==> src/rtl/rename_map_table.sv <==
// rtl/rename_map_table.sv - speculative rename map table with 4-wide rename and streamed recovery
`timescale 1ns/1ps

module rename_map_table #(
    parameter int NUM_LOG = 32,
    parameter int LOG_W   = 5,
    parameter int PHYS_W  = 7
) (
    input  logic                      clk,
    input  logic                      reset,
    input  logic                      recoverFlag_i,
    input  logic [LOG_W+PHYS_W-1:0]   recoverPacket0_i,
    input  logic [LOG_W+PHYS_W-1:0]   recoverPacket1_i,
    input  logic [LOG_W+PHYS_W-1:0]   recoverPacket2_i,
    input  logic [LOG_W+PHYS_W-1:0]   recoverPacket3_i,
    input  logic                      renameValid_i,
    input  logic [8*LOG_W-1:0]        srcLog_i,
    input  logic [3:0]                destValid_i,
    input  logic [4*LOG_W-1:0]        destLog_i,
    input  logic [4*PHYS_W-1:0]       destPhys_i,
    output logic [8*PHYS_W-1:0]       srcPhys_o,
    output logic [4*PHYS_W-1:0]       oldDestPhys_o,
    output logic                      busy_o,
    output logic                      recoverDone_o,
    output logic                      recoverErr_o
);

    localparam int PKT_W = LOG_W + PHYS_W;

    typedef enum logic {IDLE, RECOVER} state_t;

    state_t              state;
    logic [LOG_W-1:0]    cnt;
    logic [PHYS_W-1:0]   mapTable [NUM_LOG];

    logic [PKT_W-1:0]    packet   [4];
    logic [LOG_W-1:0]    pktLog   [4];
    logic [PHYS_W-1:0]   pktPhys  [4];
    logic [LOG_W-1:0]    srcLog   [8];
    logic [LOG_W-1:0]    destLog  [4];
    logic [PHYS_W-1:0]   destPhys [4];
    logic [PHYS_W-1:0]   srcVal   [8];
    logic [PHYS_W-1:0]   oldVal   [4];
    logic [3:0]          laneWrite;

    logic                recoveryBeat;
    logic [LOG_W-1:0]    beatBase;
    logic                beatErr;
    logic                lastBeat;

    assign packet[0] = recoverPacket0_i;
    assign packet[1] = recoverPacket1_i;
    assign packet[2] = recoverPacket2_i;
    assign packet[3] = recoverPacket3_i;

    always_comb begin
        for (int p = 0; p < 4; p++) begin
            pktLog[p]   = packet[p][PKT_W-1:PHYS_W];
            pktPhys[p]  = packet[p][PHYS_W-1:0];
            destLog[p]  = destLog_i[p*LOG_W +: LOG_W];
            destPhys[p] = destPhys_i[p*PHYS_W +: PHYS_W];
        end
        for (int s = 0; s < 8; s++) begin
            srcLog[s] = srcLog_i[s*LOG_W +: LOG_W];
        end
    end

    // Ascending scan over older lanes leaves the youngest matching lane's tag in place.
    always_comb begin
        for (int s = 0; s < 8; s++) begin
            srcVal[s] = mapTable[srcLog[s]];
            for (int j = 0; j < 4; j++) begin
                if (j < s / 2 && destValid_i[j] && destLog[j] == srcLog[s]) begin
                    srcVal[s] = destPhys[j];
                end
            end
            srcPhys_o[s*PHYS_W +: PHYS_W] = srcVal[s];
        end
        for (int k = 0; k < 4; k++) begin
            oldVal[k] = mapTable[destLog[k]];
            for (int j = 0; j < 4; j++) begin
                if (j < k && destValid_i[j] && destLog[j] == destLog[k]) begin
                    oldVal[k] = destPhys[j];
                end
            end
            oldDestPhys_o[k*PHYS_W +: PHYS_W] = oldVal[k];
        end
    end

    // A lane writes only if no younger lane in the group targets the same register.
    always_comb begin
        for (int k = 0; k < 4; k++) begin
            laneWrite[k] = renameValid_i && !busy_o && destValid_i[k];
            for (int m = 0; m < 4; m++) begin
                if (m > k && destValid_i[m] && destLog[m] == destLog[k]) begin
                    laneWrite[k] = 1'b0;
                end
            end
        end
    end

    assign recoveryBeat = recoverFlag_i || (state == RECOVER);
    assign busy_o       = recoveryBeat;
    assign beatBase     = recoverFlag_i ? '0 : cnt;
    assign lastBeat     = (beatBase == LOG_W'(NUM_LOG - 4));

    always_comb begin
        beatErr = 1'b0;
        for (int p = 0; p < 4; p++) begin
            if (pktLog[p] != beatBase + LOG_W'(p)) begin
                beatErr = 1'b1;
            end
        end
    end

    always_ff @(posedge clk) begin
        if (reset) begin
            for (int i = 0; i < NUM_LOG; i++) begin
                mapTable[i] <= PHYS_W'(i);
            end
        end else if (recoveryBeat) begin
            for (int p = 0; p < 4; p++) begin
                mapTable[pktLog[p]] <= pktPhys[p];
            end
        end else begin
            for (int k = 0; k < 4; k++) begin
                if (laneWrite[k]) begin
                    mapTable[destLog[k]] <= destPhys[k];
                end
            end
        end
    end

    // A flag seen in RECOVER restarts the stream from beat 0 via beatBase.
    always_ff @(posedge clk) begin
        if (reset) begin
            state         <= IDLE;
            cnt           <= '0;
            recoverDone_o <= 1'b0;
            recoverErr_o  <= 1'b0;
        end else begin
            recoverDone_o <= 1'b0;
            if (recoveryBeat) begin
                if (beatErr) begin
                    recoverErr_o <= 1'b1;
                end
                if (lastBeat) begin
                    state         <= IDLE;
                    cnt           <= '0;
                    recoverDone_o <= 1'b1;
                end else begin
                    state <= RECOVER;
                    cnt   <= beatBase + LOG_W'(4);
                end
            end
        end
    end

endmodule

==> config.mk <==
export PLATFORM = sky130hd
export DESIGN_NAME = rename_map_table
export DESIGN_NICKNAME = d
export VERILOG_FILES = /design/src/rtl/rename_map_table.sv
export SDC_FILE = /design/constraint.sdc
export NUM_CORES = 2
export LEC_CHECK = 0
export BUFFER_PORTS_ARGS = -buffer_cell sky130_fd_sc_hd__buf_2
export CAP_MARGIN = 10
export CORE_ASPECT_RATIO = 2
export CORE_UTILIZATION = 45
export CTS_BUF_LIST = sky130_fd_sc_hd__clkbuf_8
export DETAILED_ROUTE_END_ITERATION = 16
export PLACE_DENSITY = 0.74
export SKIP_CTS_REPAIR_TIMING = 1
export SYNTH_ARGS = -nofsm -noshare
export SYNTH_HDL_FRONTEND = slang
export SYNTH_SLANG_ARGS = --single-unit
==> constraint.sdc <==
create_clock -name clk -period 4.57 [get_ports clk]
set_input_delay 0.6855 -clock clk [delete_from_list [all_inputs] [get_ports clk]]
set_output_delay 0.6855 -clock clk [all_outputs]
set_load 0.1 [all_outputs]
==> results.toml, run 1 <==
[run_status]
status = "stopped before the end"
stop_stage = "5_1_grt"
error = "[ERROR GRT-0116] Global routing finished with congestion. Check the congestion regions in the DRC Viewer."

[synthesis]
synth-simple-area-share = 0.100
synthArstFlopShare = 0
ys.flop_type = "edfxtp_1"
synthTopCellsByArea = "mux4_2, edfxtp_1, clkbuf_1"
yosys.area.top_type = "mux4_2"
yosysSeqAreaShare = 0.169
yosysWarningCount = 0
muxShareOfSynthArea = 0.495
synth_seq_cells = 232
syn_avg_cell_area_um2 = 11.5
syn-num-nets = 3680
synth_top_area_frac = 0.460
synth_compound_area_frac = 0.150
synth_cells = 3531
synth-edff-count = 224
netlist-cell-type-count = 72
synth_xor_xnor_area_share = 0.0218
syn-cell-area_um2 = 40600
synth_top_family_by_area = "multiplexers"
synth_adder_area_share = 0.00154

[clocking]
htreeDepth = 1
ctsRootBufferMaster = "clkbuf_8"
numCtsBuffers = 30
clk_path_buf_depth = 3
cts.sinks = 232

[grt]
grt_pass1_vias = 43800
grtUsageTotal = 0.578
grt_start_max_net_pins = 62
grt_pass1_wl_mm = 364
overflow = 1

[placement]
dpl_cell_area_um2 = 43900
dp_hpwl_mm = 178
numPortBuffers = 230
gp_congestion = 1.12

[floorplanning]
chipHeight_um = 427
start_util = 0.454
num_io_pins = 231
rows = 155
chipWidth_um = 214
## cell families after synthesis
family / count (synthesis)
buf+inv: 635
mux: 962
fa+ha+maj: 5
flops: 232
compound gates: 816
simple gates: 780
xor+xnor: 101
## metrics by stage
stage           util  worst slack, ns  hold slack, ns  instances  TNS [ns]
2_1_floorplan      -           -0.408           0.432       3531     -4.95
3_3_place_gp   0.491            0.189           0.434       4598         0
3_5_place_dp   0.491            0.192           0.445       4598         0
4_1_cts        0.499          -0.0310           0.388       4654   -0.0399
## synth_stat cells (18+ instances only)
library cell,n
buf_2,82
a22oi_1,83
edfxtp_1,224
o21ai_0,113
nand3_1,187
xor2_1,62
o221ai_1,25
nor3b_1,57
buf_1,83
or4_1,35
nor3_2,23
mux4_2,829
o22ai_2,18
xnor2_1,39
mux2i_1,86
o22ai_1,36
a31oi_1,20
nand2b_1,21
mux2_2,40
a21o_1,38
nand2_1,152
a222oi_1,137
nor2_1,146
nor3_1,66
clkbuf_1,448
o31ai_1,58
a21oi_1,193
a22o_1,20
## metal layers
metal,GRT overflow,track usage
met1,0,0.562
met2,1,0.813
met3,0,0.346
met4,0,0.613
met5,0,0.0201
==> run 2: changes to the inputs <==
--- a/config.mk
+++ b/config.mk
@@ -7,11 +7,9 @@
 export LEC_CHECK = 0
 export BUFFER_PORTS_ARGS = -buffer_cell sky130_fd_sc_hd__buf_2
 export CAP_MARGIN = 10
-export CORE_ASPECT_RATIO = 2
-export CORE_UTILIZATION = 45
-export CTS_BUF_LIST = sky130_fd_sc_hd__clkbuf_8
+export CORE_UTILIZATION = 30
 export DETAILED_ROUTE_END_ITERATION = 16
-export PLACE_DENSITY = 0.74
+export PLACE_DENSITY_LB_ADDON = 0.15
 export SKIP_CTS_REPAIR_TIMING = 1
 export SYNTH_ARGS = -nofsm -noshare
 export SYNTH_HDL_FRONTEND = slang
==> run 2 against run 1 <==
Compared with the run above:
- the flow now finishes without violations
- area after synthesis is the same
- synthesized cell count is the same
==> results.toml, run 2 <==
[floorplanning]
coreArea_um2 = 134000
rows = 134
chipHeight_um = 370
die-area_um2 = 137000
start_util = 0.303
chipWidth_um = 370
num_io_pins = 231

[setup_path]
cp_data_required_time_ns = 3.88
path_max_fanout = 12
max_stage_delay_ns = 0.84
crit_top_cell = "mux4_2"
worstSetupPathType = "flop to output pin"
critPathBufInv = 2
critPathLaunchType = "flop"
cp_cell_sequence = "mux4_2 > mux4_2 > mux2i_1 > buf_4 > nand2_1 > o21ai_0 > o21ai_1 > buf_2"
arrival_ns = 3.63
cp_slowest_cell = "edfxtp_1"
cp_top_family = "multiplexers"
crit_path_end_kind = "output pin"

[sta]
period_needed_ns = 4.32
max_clock_freq_mhz = 231
clock_skew_ns = 0.0137
worstMarginPinSlew_ns = 1.42
tns_ns = 0
finalSetupViolCount = 0
finalMaxSlewViolations = 0
rsz0062_at_grt = "false"
fin_crit_sh = 0.945
max_slew_margin = 0.0507
hold_violations = 0

[job]
maxCapViolations = 0

[clocking]
clk_latency_ns = 0.59
cts.sinks = 232
ctsRootBufferMaster = "clkbuf_16"
htreeDepth = 1
clk_path_buf_depth = 3
numCtsBuffers = 27
cts_tree = "done"
clk_pin_slew_worst_paths_ns = 0.07

[grt]
grt_busiest_layer = "met2"
antenna_found_initial = 20
grt_pass1_vias = 38000
gr-usage-met1 = 0.447
grtUsageTotal = 0.344
overflow = 0
grt_start_max_net_pins = 72
met3_usage = 0.120
grt_pass1_wl_mm = 329
gr-usage-met2 = 0.492

[power_and_ir_drop]
power_density_nw_per_um2 = 233
ir_worst_vdd_v = 0.000272
leakage_nw = 13.8
power_mw = 10.6

[synthesis]
syn_avg_cell_area_um2 = 11.5
synth_cells = 3531
synth_seq_cells = 232
yosys.area.top_type = "mux4_2"
yosysWarningCount = 0
netlist-cell-type-count = 72
synth_top_area_frac = 0.460
syn-cell-area_um2 = 40600
synthTopCellsByArea = "mux4_2, edfxtp_1, clkbuf_1"
synth_commonest_cells = "mux4_2, clkbuf_1, edfxtp_1, a21oi_1, nand3_1"
synth-edff-count = 224
yosysSeqAreaShare = 0.169
synthArstFlopShare = 0
syn-num-nets = 3680
ys.flop_type = "edfxtp_1"
synth_most_common_cell = "mux4_2"

[layout]
reg_top3 = "mapTable (224), cnt (5)"
fillers = 13200
multiInputGateArea_um2 = 31400
top_register = "mapTable"
fin_util = 0.341
most-common-layout-cells = "mux4_2, buf_4, edfxtp_1"
ff_latch_area_um2 = 6890
largest_reg_flops = 224
drive_gt1_frac = 0.441
final_common_cell = "mux4_2"
area_delta_synth_final_pct = 12.4
nNetsFinal = 3581

[detailed_routing]
drt_drc_violations_left = 0
routedWlPerCell_um = 46.3
drtPass1Iterations = 14
first_iter_violations = 8887
vias = 40500
ant_nets = 0
vias_per_cell = 7.76
wirelength_mm = 242

[placement]
numPortBuffers = 230
gp_congestion = 0.971
dp_hpwl_mm = 174

[hold_path]
hp-class = "flop to flop"

[run_status]
status = "finished clean"
-- run 2: cell counts after synthesis --
No cell type changed its count.
-- run 2: final cells by class --
type / instances / area share
clock buffers: 28 / 0.0149
well taps: 1768 / 0.0484
diodes: 2 / 0.000110
flip-flops and latches: 232 / 0.151
repair buffers: 494 / 0.0923
clock inverters: 19 / 0.00570
multi-input cells: 2664 / 0.687
inverters: 13 / 0.00107
-- run 2: power breakdown --
| part | switching [mW] | internal [mW] | total, mW |
|---|---|---|---|
| Combinational | 3.04 | 2.01 | 5.04 |
| Clock | 1.01 | 1.38 | 2.39 |
| Sequential | 0.745 | 2.47 | 3.21 |
-- run 2: logic make-up (layout without fill, tap and decap cells) --
kind of cell | count (synthesis) | in the layout | synth area share
compound gates | 816 | 816 | 0.150
xor+xnor | 101 | 101 | 0.0218
fa+ha+maj | 5 | 5 | 0.00154
buf+inv | 635 | 554 | 0.0621
flops | 232 | 232 | 0.169
mux | 962 | 962 | 0.495
other cells | 0 | 2 | 0
simple gates | 780 | 780 | 0.100
-- run 2: through the flow --
step,std cells,setup WS [ns],cell area (µm²),hold WS (ns)
after global routing,5218,0.240,45700,0.474
after detailed placement,5171,0.422,44700,0.443
after floorplan,3531,-0.408,40700,0.432
after global placement,5171,0.422,44700,0.440
final,5220,0.250,45700,0.446
after CTS,5218,0.356,45700,0.456
-- run 2: path summary, 6_finish.rpt --
kind | startpoint | slack, ns | to | cells after the start
setup / recovery | mapTable[5][2] | 0.25 | oldDestPhys_o[16] | 8
hold / removal | recoverErr_o | 0.45 | recoverErr_o | 2
setup reg to reg | state | 0.79 | mapTable[28][0] | 7
hold reg to reg | recoverErr_o | 0.45 | recoverErr_o | 2
-- run 2: metal layers --
| metal | vias to the layer above | share of wire |
|---|---|---|
| li1 | 14800 | - |
| met1 | 20900 | 0.36 |
| met2 | 4004 | 0.42 |
| met3 | 773 | 0.15 |
| met4 | 10 | 0.071 |
| met5 | - | 0.00028 |
-- run 2: worst min-delay path, delay by kind of cell, from the launching register on --
kind / cells / cell delay [ns]
AO/OA/AOI/OAI: 1 / 0.05
buffers and inverters: 1 / 0.04
flip-flops: 1 / 0.31
Note: power is estimated with default switching activity, not from simulation.
